<file path="src/rtl/ifu_fetch_if.sv">
// rtl/ifu_fetch_if.sv - fetch unit bus: imem port, decode handshake, next-PC loop, status
interface ifu_fetch_if;
  logic [31:2] npc;
  logic [31:2] pc;
  logic        imem_req;
  logic        imem_ack;
  logic [31:0] imem_rdata;
  logic [31:0] ir;
  logic [31:2] ir_pc;
  logic        ir_valid;
  logic        ir_ready;
  logic        stall;
  logic [31:0] fetch_cnt;
  logic        fetch_err;

  modport master (
    input  npc, imem_ack, imem_rdata, ir_ready, stall,
    output pc, imem_req, ir, ir_pc, ir_valid, fetch_cnt, fetch_err
  );

  modport slave (
    output npc, imem_ack, imem_rdata, ir_ready, stall,
    input  pc, imem_req, ir, ir_pc, ir_valid, fetch_cnt, fetch_err
  );
endinterface

</file>
<file path="src/rtl/ifu_fetch.sv">
// rtl/ifu_fetch.sv - instruction fetch unit: PC register, imem fetch with timeout, decode handoff
module ifu_fetch #(
  parameter logic [31:0] RESET_PC = 32'h0000_3000,
  parameter int          TIMEOUT  = 16
) (
  input logic       clk,
  input logic       rst,
  ifu_fetch_if.master bus
);

  typedef enum logic [1:0] {IDLE, FETCH, HOLD, ERR} state_t;

  // Last wait count at which a missing ack turns into an error.
  localparam logic [7:0] WAIT_LAST = 8'(TIMEOUT - 1);

  state_t      state_q, state_d;
  logic [31:2] pc_q, pc_d;
  logic [31:0] ir_q, ir_d;
  logic [31:2] ir_pc_q, ir_pc_d;
  logic        ir_valid_q, ir_valid_d;
  logic [31:0] fetch_cnt_q, fetch_cnt_d;
  logic        fetch_err_q, fetch_err_d;
  logic [7:0]  wait_cnt_q, wait_cnt_d;

  always_comb begin
    state_d     = state_q;
    pc_d        = pc_q;
    ir_d        = ir_q;
    ir_pc_d     = ir_pc_q;
    ir_valid_d  = ir_valid_q;
    fetch_cnt_d = fetch_cnt_q;
    fetch_err_d = fetch_err_q;
    wait_cnt_d  = wait_cnt_q;
    case (state_q)
      IDLE: state_d = FETCH;
      FETCH: begin
        // An ack on the would-be timeout cycle still completes the fetch.
        if (bus.imem_ack) begin
          ir_d       = bus.imem_rdata;
          ir_pc_d    = pc_q;
          ir_valid_d = 1'b1;
          wait_cnt_d = 8'd0;
          state_d    = HOLD;
        end else if (wait_cnt_q == WAIT_LAST) begin
          fetch_err_d = 1'b1;
          state_d     = ERR;
        end else begin
          wait_cnt_d = wait_cnt_q + 8'd1;
        end
      end
      HOLD: begin
        if (bus.ir_ready && !bus.stall) begin
          pc_d        = bus.npc;
          ir_valid_d  = 1'b0;
          fetch_cnt_d = fetch_cnt_q + 32'd1;
          state_d     = FETCH;
        end
      end
      default: state_d = ERR;
    endcase
  end

  always_ff @(posedge clk) begin
    if (rst) begin
      state_q     <= IDLE;
      pc_q        <= RESET_PC[31:2];
      ir_q        <= 32'd0;
      ir_pc_q     <= 30'd0;
      ir_valid_q  <= 1'b0;
      fetch_cnt_q <= 32'd0;
      fetch_err_q <= 1'b0;
      wait_cnt_q  <= 8'd0;
    end else begin
      state_q     <= state_d;
      pc_q        <= pc_d;
      ir_q        <= ir_d;
      ir_pc_q     <= ir_pc_d;
      ir_valid_q  <= ir_valid_d;
      fetch_cnt_q <= fetch_cnt_d;
      fetch_err_q <= fetch_err_d;
      wait_cnt_q  <= wait_cnt_d;
    end
  end

  assign bus.pc        = pc_q;
  assign bus.imem_req  = (state_q == FETCH);
  assign bus.ir        = ir_q;
  assign bus.ir_pc     = ir_pc_q;
  assign bus.ir_valid  = ir_valid_q;
  assign bus.fetch_cnt = fetch_cnt_q;
  assign bus.fetch_err = fetch_err_q;

endmodule

</file>
<file path="src/flat_wrapper.sv">
// flat-port wrapper written by rule: the top's interface ports become plain ports
module ifu_fetch_flat 
#(
  parameter logic [31:0] RESET_PC = 32'h0000_3000,
  parameter int          TIMEOUT  = 16
)
  (clk, rst, bus_npc, bus_imem_ack, bus_imem_rdata, bus_ir_ready, bus_stall, bus_pc, bus_imem_req, bus_ir, bus_ir_pc, bus_ir_valid, bus_fetch_cnt, bus_fetch_err);
  ifu_fetch_if bus_i ();
  input logic clk;
  input logic rst;
  input wire logic [$bits(bus_i.npc)-1:0] bus_npc;
  input wire logic [$bits(bus_i.imem_ack)-1:0] bus_imem_ack;
  input wire logic [$bits(bus_i.imem_rdata)-1:0] bus_imem_rdata;
  input wire logic [$bits(bus_i.ir_ready)-1:0] bus_ir_ready;
  input wire logic [$bits(bus_i.stall)-1:0] bus_stall;
  output wire logic [$bits(bus_i.pc)-1:0] bus_pc;
  output wire logic [$bits(bus_i.imem_req)-1:0] bus_imem_req;
  output wire logic [$bits(bus_i.ir)-1:0] bus_ir;
  output wire logic [$bits(bus_i.ir_pc)-1:0] bus_ir_pc;
  output wire logic [$bits(bus_i.ir_valid)-1:0] bus_ir_valid;
  output wire logic [$bits(bus_i.fetch_cnt)-1:0] bus_fetch_cnt;
  output wire logic [$bits(bus_i.fetch_err)-1:0] bus_fetch_err;
  assign bus_i.npc = bus_npc;
  assign bus_i.imem_ack = bus_imem_ack;
  assign bus_i.imem_rdata = bus_imem_rdata;
  assign bus_i.ir_ready = bus_ir_ready;
  assign bus_i.stall = bus_stall;
  assign bus_pc = bus_i.pc;
  assign bus_imem_req = bus_i.imem_req;
  assign bus_ir = bus_i.ir;
  assign bus_ir_pc = bus_i.ir_pc;
  assign bus_ir_valid = bus_i.ir_valid;
  assign bus_fetch_cnt = bus_i.fetch_cnt;
  assign bus_fetch_err = bus_i.fetch_err;
  ifu_fetch #(.RESET_PC(RESET_PC), .TIMEOUT(TIMEOUT)) u_core (.clk(clk), .rst(rst), .bus(bus_i));
endmodule
</file>
<file path="config.mk">
export PLATFORM = sky130hd
export DESIGN_NAME = ifu_fetch_flat
export DESIGN_NICKNAME = d
export VERILOG_FILES = /design/src/rtl/ifu_fetch_if.sv /design/src/rtl/ifu_fetch.sv /design/src/flat_wrapper.sv
export SDC_FILE = /design/constraint.sdc
export NUM_CORES = 1
export LEC_CHECK = 0
export BUFFER_PORTS_ARGS = -buffer_cell sky130_fd_sc_hd__buf_2
export CAP_MARGIN = 20
export CORE_MARGIN = 2
export CORE_UTILIZATION = 35
export CTS_CLUSTER_SIZE = 30
export DETAILED_ROUTE_END_ITERATION = 7
export SYNTH_ARGS = -nofsm -noshare
export SYNTH_HDL_FRONTEND = slang
export SYNTH_SLANG_ARGS = --single-unit
</file>
<file path="constraint.sdc">
create_clock -name clk -period 2.55 [get_ports clk]
set_input_delay 0.255 -clock clk [delete_from_list [all_inputs] [get_ports clk]]
set_output_delay 0.255 -clock clk [all_outputs]
set_load 0.01 [all_outputs]
</file>
==> reports/results.ini <==
[outcome]
status = finished clean

[synthesis]
synth.yosys.seq_area_share_pct = 51.5
ys_dominant_reg_cell = dfxtp_1
ys_warn_count = 0
async_reset_ff_share_pct = 0
synth_cells = 655
yosys.area_share.simple_pct = 26.2
yosys.area.top_type = dfxtp_1
synth_xor_area_share_pct = 1.82
synth_compound_area_share_pct = 13.3
synth_area_mm2 = 0.00529
synth_top_family_by_area = simple AND/OR/NAND/NOR gates
synth_cell_types = 44
synth_nets = 724
avgSynthCellArea_um2 = 8.07
ys_ff_latch = 136
synth_area_leaders = dfxtp_1 52%, nand2_1 14%, a21oi_1 10%, clkbuf_1 2.6%, nor2_1 2.3%
synthAdderAreaFrac_pct = 0.473
synth.area.mux_share_pct = 2.53
synth_top_area_share_pct = 51.5
synth_edf_count = 0

[cts]
clk_latency_ns = 0.42
cts_hold_buf = 0
clock_path_buffers = 2
post_cts_resized = 0
clk_pin_slew_ns = 0.06
post_cts_buffers = 0
numCtsBuffers = 17
cts_max_level = 4
cts_tree = yes
clock_sinks = 136
clockRootBuffer = clkbuf_16

[cells_and_area]
diodes = 0
fillCellCount = 1478
final_common_cell = nand2_1
layout-drive-gt1-share_pct = 30.1
multiInputGateArea_mm2 = 0.00237
area_delta_synth_final_pct = 31.7
register_area_mm2 = 0.00272
final_cell_area_mm2 = 0.00696
num-nets-final = 899
final_cell_mix = 199 x nand2_1, 192 x buf_2, 136 x dfxtp_1, 107 x a21oi_1, 33 x nor2_1

[floorplanning]
fp-row-count = 44
io_pins = 194
die_y_um = 127
dieArea_mm2 = 0.0161
initial_utilization_pct = 36.1
die_w_um = 127
core_area_mm2 = 0.0146

[sta]
fin_tns_setup_ns = 0
slew_headroom_pct = 53.4
drv_slew = 0
tightest_slew_ns = 0.698
max_clock_freq_mhz = 438
hold_viol = 0
fin_skew_ns = 0.00862
setup_ws_ns = 0.265
finalCritPeriodShare_pct = 89.6
rsz0062_at_grt = no
finalSetupViolations = 0
fin_crit_ns = 2.28

[routing]
final_antenna_net_count = 0
num_vias = 4955
wl_per_cell_um = 14.1
dr.first_iter.drc_count = 202
firstDrtPassIters = 4
drc = 0
viasPerCell = 4.82
routed_wirelength_mm = 14.5

[worst_setup_path]
worstPathRequired_ns = 2.86
critPathCaptureType = flip-flop
cp.arrival_ns = 2.59
critical_path.max_fanout = 15
crit_type = flip-flop to flip-flop
crit_path_start_kind = flip-flop

[place]
dpl.hpwl_mm = 9.56
place_congestion = 0.748
port_buffers = 193
place_ws_ns = 0.271
place_area_mm2 = 0.00640

[pwr]
power_density_mw_per_mm2 = 693
ir_worst_vdd_mv = 0.402
fin_total_pwr_mw = 4.82
power_leakage_nw = 2.92

[global_routing]
grt_max_degree = 86
gr-total-overflow = 0
groute.usage.overall_pct = 17.6
antenna_found_initial = 0
grt_pass1_wl_mm = 22.5
grt_pass1_vias = 4329

[job]
max_cap_violations = 0

[hold_path]
hold_path_class = input pin to flip-flop

==> cell usage after synthesis (all sizes together), types with 2 or more instances <==
| library cell | number |
|---|---|
| nor2b | 11 |
| o31ai | 8 |
| clkbuf | 37 |
| nand3b | 3 |
| mux2 | 11 |
| and4 | 2 |
| xor2 | 3 |
| o211ai | 2 |
| buf | 7 |
| a21oi | 107 |
| or2 | 3 |
| ha | 2 |
| inv | 12 |
| nand4 | 7 |
| nor3 | 8 |
| xnor2 | 8 |
| nor4 | 11 |
| nor2 | 33 |
| nor3b | 2 |
| nand2 | 200 |
| nand3 | 9 |
| or4b | 2 |
| dfxtp | 136 |
| o21ai | 6 |
| or4 | 10 |
| a311oi | 2 |
| or3 | 2 |
==> critical path, stage by stage (launching register included) <==
cell,delay [ns]
dfxtp_1,0.46
nand4_4,0.18
or4_1,0.82
nor4_1,0.35
mux2_2,0.36
==> per-stage QoR <==
step,utilization [%],hold WS (ns),cells
6_report,47.5,0.0574,1027
4_1_cts,47.5,0.0393,1027
2_1_floorplan,-,0.379,655
3_5_place_dp,43.7,0.443,995
5_1_grt,47.5,0.0497,1027
3_3_place_gp,43.7,0.440,995
==> layer usage <==
| layer | share of wire (%) | track usage (%) | up-vias | wire length [µm] |
|---|---|---|---|---|
| met2 | 44 | 27.5 | 156 | 6420 |
| met4 | 1.1 | 6.14 | 0 | 161 |
| met3 | 7.8 | 5.95 | 14 | 1140 |
| met1 | 47 | 22.9 | 2239 | 6790 |
| met5 | 0 | 0 | - | 0 |
| li1 | - | - | 2546 | - |
==> state kept, by name, summed over array words and instances, names as in the netlist <==
signal                flops
u_core.wait_cnt_q         8
u_core.bus.ir            32
u_core.bus.ir_valid       1
u_core.bus.pc            30
u_core.state_q            2
u_core.bus.ir_pc         30
u_core.bus.fetch_cnt     32
u_core.bus.fetch_err      1
==> final timing paths <==
check                          startpoint                       end  slack (ns)  cells past startpoint
hold / removal                bus_npc[10]         u_core.bus.pc[12]        0.06                      3
setup reg to reg  u_core.bus.fetch_cnt[3]  u_core.bus.fetch_cnt[25]        0.27                      4
hold reg to reg         u_core.bus.ir[26]         u_core.bus.ir[26]        0.45                      2
setup / recovery  u_core.bus.fetch_cnt[3]  u_core.bus.fetch_cnt[25]        0.27                      4
==> kinds of logic after synthesis <==
family,count (synthesis)
xor+xnor,11
compound gates,130
simple gates,308
buf+inv,56
mux,12
flops,136
fa+ha+maj,2
==> power by group <==
part	internal [mW]	switching, mW
registers	2.17	0.0265
clock network	1.37	0.950
logic	0.117	0.192
total	3.66	1.17
==> final cells by class <==
class,count,area share [%]
Inverter,12,0.647
Clock buffer,18,6.31
Timing Repair Buffer,200,14.8
Multi-Input combinational cell,463,34.0
Clock inverter,14,1.78
Tap cell,184,3.31
Sequential cell,136,39.1
Power figures use the tool's default switching activity.
